===== config.mk =====
export PLATFORM = sky130hd
export DESIGN_NAME = pulse_meter
export DESIGN_NICKNAME = d
export VERILOG_FILES = /design/src/rtl/pulse_meter_pkg.sv /design/src/rtl/input_debounce.sv /design/src/rtl/pulse_meter.sv
export SDC_FILE = /design/constraint.sdc
export NUM_CORES = 1
export LEC_CHECK = 0
export BUFFER_PORTS_ARGS = -buffer_cell sky130_fd_sc_hd__buf_2
export CAP_MARGIN = 20
export CORE_MARGIN = 2
export CORE_UTILIZATION = 53
export CTS_CLUSTER_DIAMETER = 30
export DETAILED_ROUTE_END_ITERATION = 8
export PLACE_DENSITY = 0.73
export SYNTH_ARGS = -nofsm -noshare
export SYNTH_HDL_FRONTEND = slang
export SYNTH_SLANG_ARGS = --single-unit

===== constraint.sdc =====
create_clock -name clk -period 2.3 [get_ports clk]
set_input_delay 0.46 -clock clk [delete_from_list [all_inputs] [get_ports clk]]
set_output_delay 0.46 -clock clk [all_outputs]
set_load 0.03 [all_outputs]

===== src/rtl/pulse_meter_pkg.sv =====
// Shared types and constants for the pulse meter.
//
// Contents:
//   DCNT_WIDTH      width of the debounce run counter; sized so that any
//                   legal debounce length (1 .. 2^16-1) fits
//   meterState_t    measurement FSM state encoding; 2'd3 is unused and
//                   recovers to IDLE
//   isMeasuring()   true while the FSM is tracking a phase
package pulse_meter_pkg;

    localparam int DCNT_WIDTH = 16;

    typedef enum logic [1:0] {
        IDLE = 2'd0,
        HIGH = 2'd1,
        LOW  = 2'd2
    } meterState_t;

    function automatic logic isMeasuring(input meterState_t s);
        return (s == HIGH) || (s == LOW);
    endfunction

endpackage


===== src/rtl/input_debounce.sv =====
// Synchronizer plus debounce filter for one asynchronous board input.
//
// Ports:
//   clk        system clock, rising edge
//   rst_n      synchronous active-low reset
//   in_signal  raw asynchronous input
//   level      filtered level; follows a clean input edge after
//              SYNC_STAGES + DEBOUNCE_CYCLES cycles and ignores any pulse
//              shorter than DEBOUNCE_CYCLES cycles
module input_debounce
    import pulse_meter_pkg::*;
#(
    parameter int SYNC_STAGES     = 2,
    parameter int DEBOUNCE_CYCLES = 16
) (
    input  logic clk,
    input  logic rst_n,
    input  logic in_signal,
    output logic level
);

    localparam logic [DCNT_WIDTH-1:0] DCNT_LAST = DCNT_WIDTH'(DEBOUNCE_CYCLES - 1);
    localparam logic [DCNT_WIDTH-1:0] DCNT_ONE  = DCNT_WIDTH'(1);

    logic [SYNC_STAGES-1:0] syncChain;
    logic                   syncOut;
    logic [DCNT_WIDTH-1:0]  dcnt;

    always_ff @(posedge clk) begin
        if (!rst_n) begin
            syncChain <= '0;
        end else begin
            syncChain <= {syncChain[SYNC_STAGES-2:0], in_signal};
        end
    end

    assign syncOut = syncChain[SYNC_STAGES-1];

    // dcnt measures how long the synchronized input has disagreed with the
    // filtered level; any agreeing cycle restarts the run.
    always_ff @(posedge clk) begin
        if (!rst_n) begin
            dcnt  <= '0;
            level <= 1'b0;
        end else if (syncOut == level) begin
            dcnt <= '0;
        end else if (dcnt == DCNT_LAST) begin
            level <= ~level;
            dcnt  <= '0;
        end else begin
            dcnt <= dcnt + DCNT_ONE;
        end
    end

endmodule


===== src/rtl/pulse_meter.sv =====
// Measures high/low phase durations of a debounced board input and
// presents each completed high+low pair on a single-entry valid/ready slot.
//
// Ports:
//   clk           system clock, rising edge
//   rst_n         synchronous active-low reset
//   in_signal     raw asynchronous input
//   level         debounced level
//   meas_valid    a pair is held on meas_high/meas_low
//   meas_ready    consumer accepts the pair while meas_valid is high
//   meas_high     high-phase duration in cycles (saturating)
//   meas_low      low-phase duration in cycles (saturating)
//   meas_sat      either duration of the held pair saturated
//   meas_dropped  a completed pair was lost since the last accepted transfer
//
// state | meaning
// ------+-----------------------------------------------------------
// IDLE  | waiting for the first rising edge of level after reset
// HIGH  | counting cycles of the current high phase
// LOW   | counting cycles of the low phase that follows a captured high
module pulse_meter
    import pulse_meter_pkg::*;
#(
    parameter int CNT_WIDTH       = 24,
    parameter int DEBOUNCE_CYCLES = 16,
    parameter int SYNC_STAGES     = 2
) (
    input  logic                 clk,
    input  logic                 rst_n,
    input  logic                 in_signal,
    output logic                 level,
    output logic                 meas_valid,
    input  logic                 meas_ready,
    output logic [CNT_WIDTH-1:0] meas_high,
    output logic [CNT_WIDTH-1:0] meas_low,
    output logic                 meas_sat,
    output logic                 meas_dropped
);

    localparam logic [CNT_WIDTH-1:0] CNT_MAX = '1;
    localparam logic [CNT_WIDTH-1:0] CNT_ONE = CNT_WIDTH'(1);

    function automatic logic [CNT_WIDTH-1:0] satInc(input logic [CNT_WIDTH-1:0] v);
        return (v == CNT_MAX) ? v : v + CNT_ONE;
    endfunction

    meterState_t          state;
    meterState_t          stateNext;
    logic [CNT_WIDTH-1:0] cnt;
    logic [CNT_WIDTH-1:0] cntNext;
    logic [CNT_WIDTH-1:0] hiReg;
    logic                 hiSat;
    logic                 levelD;
    logic                 rise;
    logic                 fall;
    logic                 captureHigh;
    logic                 pairDone;
    logic                 slotFree;
    logic                 transfer;

    input_debounce #(
        .SYNC_STAGES     (SYNC_STAGES),
        .DEBOUNCE_CYCLES (DEBOUNCE_CYCLES)
    ) uDebounce (
        .clk       (clk),
        .rst_n     (rst_n),
        .in_signal (in_signal),
        .level     (level)
    );

    always_ff @(posedge clk) begin
        if (!rst_n) begin
            levelD <= 1'b0;
        end else begin
            levelD <= level;
        end
    end

    assign rise = level & ~levelD;
    assign fall = ~level & levelD;

    always_ff @(posedge clk) begin
        if (!rst_n) begin
            state <= IDLE;
            cnt   <= '0;
        end else begin
            state <= stateNext;
            cnt   <= cntNext;
        end
    end

    // The edge cycle itself is the first cycle of the new phase, hence the
    // restart at 1; the captured count is the value before that restart.
    always_comb begin
        stateNext   = state;
        cntNext     = cnt;
        captureHigh = 1'b0;
        pairDone    = 1'b0;
        case (state)
            IDLE: begin
                cntNext = '0;
                if (rise) begin
                    stateNext = HIGH;
                    cntNext   = CNT_ONE;
                end
            end
            HIGH: begin
                if (fall) begin
                    captureHigh = 1'b1;
                    stateNext   = LOW;
                    cntNext     = CNT_ONE;
                end else begin
                    cntNext = satInc(cnt);
                end
            end
            LOW: begin
                if (rise) begin
                    pairDone  = 1'b1;
                    stateNext = HIGH;
                    cntNext   = CNT_ONE;
                end else begin
                    cntNext = satInc(cnt);
                end
            end
            default: begin
                stateNext = IDLE;
                cntNext   = '0;
            end
        endcase
    end

    always_ff @(posedge clk) begin
        if (!rst_n) begin
            hiReg <= '0;
            hiSat <= 1'b0;
        end else if (captureHigh && isMeasuring(state)) begin
            hiReg <= cnt;
            hiSat <= (cnt == CNT_MAX);
        end
    end

    // A transfer in the completion cycle frees the slot, so a new pair can
    // replace the one being accepted without counting as a drop.
    assign transfer = meas_valid & meas_ready;
    assign slotFree = ~meas_valid | meas_ready;

    always_ff @(posedge clk) begin
        if (!rst_n) begin
            meas_valid   <= 1'b0;
            meas_high    <= '0;
            meas_low     <= '0;
            meas_sat     <= 1'b0;
            meas_dropped <= 1'b0;
        end else begin
            if (pairDone && slotFree) begin
                meas_valid <= 1'b1;
                meas_high  <= hiReg;
                meas_low   <= cnt;
                meas_sat   <= hiSat | (cnt == CNT_MAX);
            end else if (transfer) begin
                meas_valid <= 1'b0;
            end

            if (pairDone && !slotFree) begin
                meas_dropped <= 1'b1;
            end else if (transfer) begin
                meas_dropped <= 1'b0;
            end
        end
    end

endmodule


### After elaboration in Yosys (flattened, before gate mapping)

Cells that the tools add are included.
Widths: inputs -> output; s select.

* $add $sub $neg: 2
* equal/unequal tests: 7
* muxes and demuxes: 15
* bitwise logic cells: 10
* reductions and logical operators: 12

Operators by type and width (count)
* $mux 24: 3
* $pmux 24 s3: 1
* $add 24x1->24 const B: 1
* $eq 24x24->1 const B: 1
* $add 16x1->16 const B: 1
* $eq 16x4->1 const B: 1
* $mux 1: 8
* $not 1->1: 5
* $mux 2: 2
* $pmux 2 s2: 1
* $reduce_and 2->1: 2
* $reduce_bool 2->1: 2
* $and 1x1->1: 3
* $logic_and 1x1->1: 3
* $reduce_or 3->1: 1
* $eq 2x1->1 const B: 1
* $eq 2x2->1 const B: 1
* $logic_not 2->1: 1
* $ne 2x1->1 const B: 1
* $ne 2x2->1 const B: 1
* $or 1x1->1: 2
* $reduce_or 2->1: 1
* $eq 1x1->1: 1
* $logic_not 1->1: 1
* $logic_or 1x1->1: 1

* bits in registers: 122
* bits of input ports: 4
* output and inout bits: 52
* word-level logic and storage cells: 59

### Depth between registers and ports, before layout

* word-level depth: 6
* depth in mapped cells: 9
* mapped depth without buffers: 7

### Modules after synthesis

A second synthesis with hierarchy kept.

* cells, all modules: 600
* area, all modules: 5103.6 um^2

Modules (own cells, without submodules)
* pulse_meter: times used 1, cells each 511, area an instance 4271.6 um^2, seq. area each 2062.0 um^2
* input_debounce: times used 1, cells each 89, area an instance 832.0 um^2, seq. area each 380.4 um^2

### Worst setup path after synthesis

OpenSTA, ideal clock, no wires.

* path type: reg2reg
* start: register uDebounce.level
* end: register meas_sat
* arrival: 1734 ps
* required time: 2230 ps
* path slack: 496 ps
* cell stages (with the launch flop): 10
* period minus slack after synthesis: 1804 ps
* path through: dfxtp_1 > clkbuf_2 > inv_1 > nor2_2 > and3_1 > buf_2 > buf_4 > buf_2 > o21ai_0 > a21oi_1

* longest elaborated chain between the ends: 4

RTL lines
* start, declared: RTL line input_debounce.sv:19 `output logic level`
* start signal, assigned: RTL line input_debounce.sv:48 `level <= ~level;`
* $and 1x1->1: RTL line pulse_meter.sv:79 `assign rise = level & ~levelD;`
* $mux 1: RTL line pulse_meter.sv:117 `if (rise) begin`
* $mux 1: RTL line pulse_meter.sv:99 `case (state)`
* $logic_and 1x1->1: RTL line pulse_meter.sv:155 `if (pairDone && slotFree) begin`
* end signal, assigned: RTL line pulse_meter.sv:159 `meas_sat <= hiSat | (cnt == CNT_MAX);`
* end, declared: RTL line pulse_meter.sv:36 `output logic meas_sat,`

No other way between the ends.
A chain may end at the register's enable or synchronous reset.

### Worst setup path after layout

* start: register cnt[1]
* end: register cnt[22]

* longest elaborated chain between the ends: 4
* elaborated cells between the ends (all ways): 6
* classes of those cells: 1 x add/sub; 1 x eq/ne; 4 x mux

RTL lines
* start, declared: RTL line pulse_meter.sv:49 `logic [CNT_WIDTH-1:0] cnt;`
* start signal, assigned: RTL line pulse_meter.sv:88 `cnt <= cntNext;`
* $add 24x1->24 / $eq 24x24->1 (equally long branches): RTL line pulse_meter.sv:44 `return (v == CNT_MAX) ? v : v + CNT_ONE;`
* $mux 24 (*): RTL line pulse_meter.sv:44
* $mux 24 (on tied branches): RTL line pulse_meter.sv:117, pulse_meter.sv:108
* $pmux 24 s3 (*): RTL line pulse_meter.sv:99

Every way passes the cells marked *; elsewhere a longest branch is shown, timed or not.

==> run_results.csv <==
group,metric,value,unit
global_route,grt_pass1_vias,4029,
flow_run,max_cap_viol_count,0,
die,die-area,0.0104,mm2
global_route,grt_pass1_wl,19100,um
drt,routed_wl,11400,um
place,place.port_buffers,55,
critical_path,cp_data_arrival_time,2480,ps
timing,max_slew_margin,57.9,%
clock_network,cts_tree,"yes",
clock_network,clockBufferDepth,2,
critical_path,slowest_stage,"or3_1",
logic_synthesis,syn-num-nets,612,
logic_synthesis,synthCells,601,
timing,setup_tns,0,ps
clock_network,cts_sinks,122,
timing,hold_ws,157,ps
global_route,grt_usage,23.3,%
clock_network,cts_setup_buffers,0,
logic_synthesis,synth_cell_types,49,
clock_network,htree_num_levels,4,
drt,initialDrtViolationCount,226,
die,die_h,102,um
logic_synthesis,synth-seq-area-share,48.0,%
layout,fill_cells,800,
timing,fin_skew,9.31,ps
global_route,grt_max_degree,84,
logic_synthesis,ys.flop_type,"dfxtp_1",
layout,seq_area,0.00244,mm2
clock_network,cts_hold_buf,0,
critical_path,crit_fanout,9,
clock_network,numCtsBuffers,17,
place,gp_congestion,0.963,
layout,multi_input_area,0.00246,mm2
power,ir_drop,0.492,mV
layout,diodes,0,
critical_path,worstSetupPathType,"reg2reg",
layout,layout.nets,669,
run_status,status,"completed",
logic_synthesis,ys_warn_count,0,
power,p_per_area,774,mW/mm2
clock_network,clk_pin_slew,60,ps
critical_path,critical_path.top_delay_family,"simple AND/OR/NAND/NOR gates",
critical_path,cpPeakStageDelay,540,ps
die,core_area,0.00928,mm2
place,postPlaceCellArea,0.00555,mm2
place,hpwl,7580,um
critical_path,end_kind,"flop",
drt,wl_per_cell,14.3,um
timing,slew_viol_final,0,
layout,drive_gt1_share,18.2,%
critical_path,path_buf_inv,0,
logic_synthesis,synthArstFlopShare,0,%
drt,routed_via_density,5.45,
global_route,grt_overflow_total,0,
die,ios,56,
drt,vias,4359,
timing,rsz0062_at_grt,"false",
clock_network,cts_resized,0,
logic_synthesis,syn_avg_cell_area,8.47,um2
layout,area_growth,20.4,%
timing,worst_pin_slew,631,ps
drt,dr.pass1.iters,5,
timing,finalSetupViolCount,0,
clock_network,cts_root_buf,"clkbuf_8",
timing,period_share,90.3,%
power,leakage,2.23,nW
critical_path,worst_setup_path_start_kind,"flop",
layout,design_area,0.00613,mm2
die,start_util,54.8,%
critical_path,required,2700,ps
critical_path,worstPathCellList,"ha_1 > nand3_1 > or3_1 > nor3_1 > xnor2_1 > nor2_2",
logic_synthesis,netlist_area,0.00509,mm2
global_route,antenna_found_initial,0,
logic_synthesis,synth_enable_flop_cells,0,
logic_synthesis,ys_seq_elements,122,
drt,drc_errors,0,
die,rows,35,
timing,fmax,481,MHz
timing,hold_violations,0,
hold_path,min_path_type,"in2reg",
timing,fin_crit,2080,ps
power,power,4.75,mW
drt,final_antenna_net_count,0,
clock_network,worstSkewPairLatency,510,ps
die,die_w,102,um
-- path summary, 6_finish.rpt --
kind,startpoint,cells after the start,to,slack [ps]
setup / recovery,cnt[1],6,cnt[22],220
hold reg to reg,uDebounce.syncChain[0],1,uDebounce.syncChain[1],430
setup reg to reg,cnt[1],6,cnt[22],220
hold / removal,in_signal,2,uDebounce.syncChain[0],160
-- layout by cell type (no fill, tap or decap), types with 4 or more instances in the layout --
cell	n
or3_1	6
xnor2_1	12
and3_1	8
clkbuf_16	16
and4_1	5
and2_1	7
buf_4	19
buf_2	55
a21oi_1	13
a21boi_0	74
ha_1	7
nor2_1	34
inv_1	8
nand3_1	16
dfxtp_1	122
o21ai_0	8
nor2b_1	4
nand4_1	11
clkinv_2	5
a31oi_1	5
o21ai_1	4
nand2_1	163
nor3_1	5
xor2_1	14
-- per-layer routing --
metal  track usage (%)  wire length [um]  vias up
li1                  -                 -     2142
met5                 0                 0        -
met1              29.7              5020     2063
met2              38.9              5520      133
met3              5.81               662       21
met4              7.59               221        0
-- cell usage after synthesis (all sizes together), types with 3 or more instances --
cell type,count,share of area [%]
a21boi,74,11
or3,7,0.88
a211oi,3,0.44
nor2b,4,0.49
nand4,12,1.6
nor4,4,0.61
buf,13,1.4
xor2,14,2.4
nand3,17,1.7
a31oi,5,0.61
clkbuf,25,1.9
a21oi,16,1.8
nor2,36,2.8
and3,8,0.98
dfxtp,122,48
o21ai,12,1.2
and4,7,1.3
inv,8,0.59
nand2,163,12
nor3,8,1.1
and2,7,0.86
ha,7,1.7
xnor2,12,2.1
nand2b,3,0.37
-- worst register-to-register path: cells and delay by family (launching register included) --
family / cells / cell delay [ps]
adders and majority gates: 1 / 250
xor gates and xnor gates: 1 / 190
and+or+nand+nor: 4 / 1110
DFF: 1 / 430
-- report_power, final --
| part | switching, mW | total (mW) | internal (mW) | leakage [nW] |
|---|---|---|---|---|
| combinational | 0.0212 | 0.0428 | 0.0216 | 0.962 |
| clock | 0.915 | 2.59 | 1.67 | 0.285 |
| sequential | 0.00104 | 2.12 | 2.12 | 0.983 |
-- metrics by stage --
step / setup WS [ps] / std cells / util [%]
3_3_place_gp: 368 / 768 / 59.8
6_report: 223 / 800 / 66.0
2_1_floorplan: 496 / 601 / -
5_1_grt: 94.5 / 800 / 66.0
4_1_cts: 245 / 800 / 66.0
3_5_place_dp: 255 / 768 / 59.8
-- final cells by class --
class                   count  share of cell area [%]
flip-flops and latches    122                    39.8
well taps                 129                    2.63
repair buffers             76                    7.47
multi-input cells         433                    40.1
clock buffers              20                    7.10
inverters                   8                   0.490
clock inverters            12                    2.41
-- logic make-up after synthesis --
logic type,synth area share (%)
adder cells (fa/ha/maj),1.72
AO/OA/AOI/OAI,16.7
XOR/XNOR,4.47
flip-flops,48.0
multiplexers,0.197
AND/OR/NAND/NOR,25.1
buffers and inverters,3.88
-- sequential cells by signal, indices dropped and copies added, names as in the netlist, 2 cells and up --
signal	flops
hiReg	24
meas_low	24
meas_high	24
state	2
cnt	24
uDebounce.dcnt	16
uDebounce.syncChain	2
Note: power is estimated with default switching activity, not from simulation.
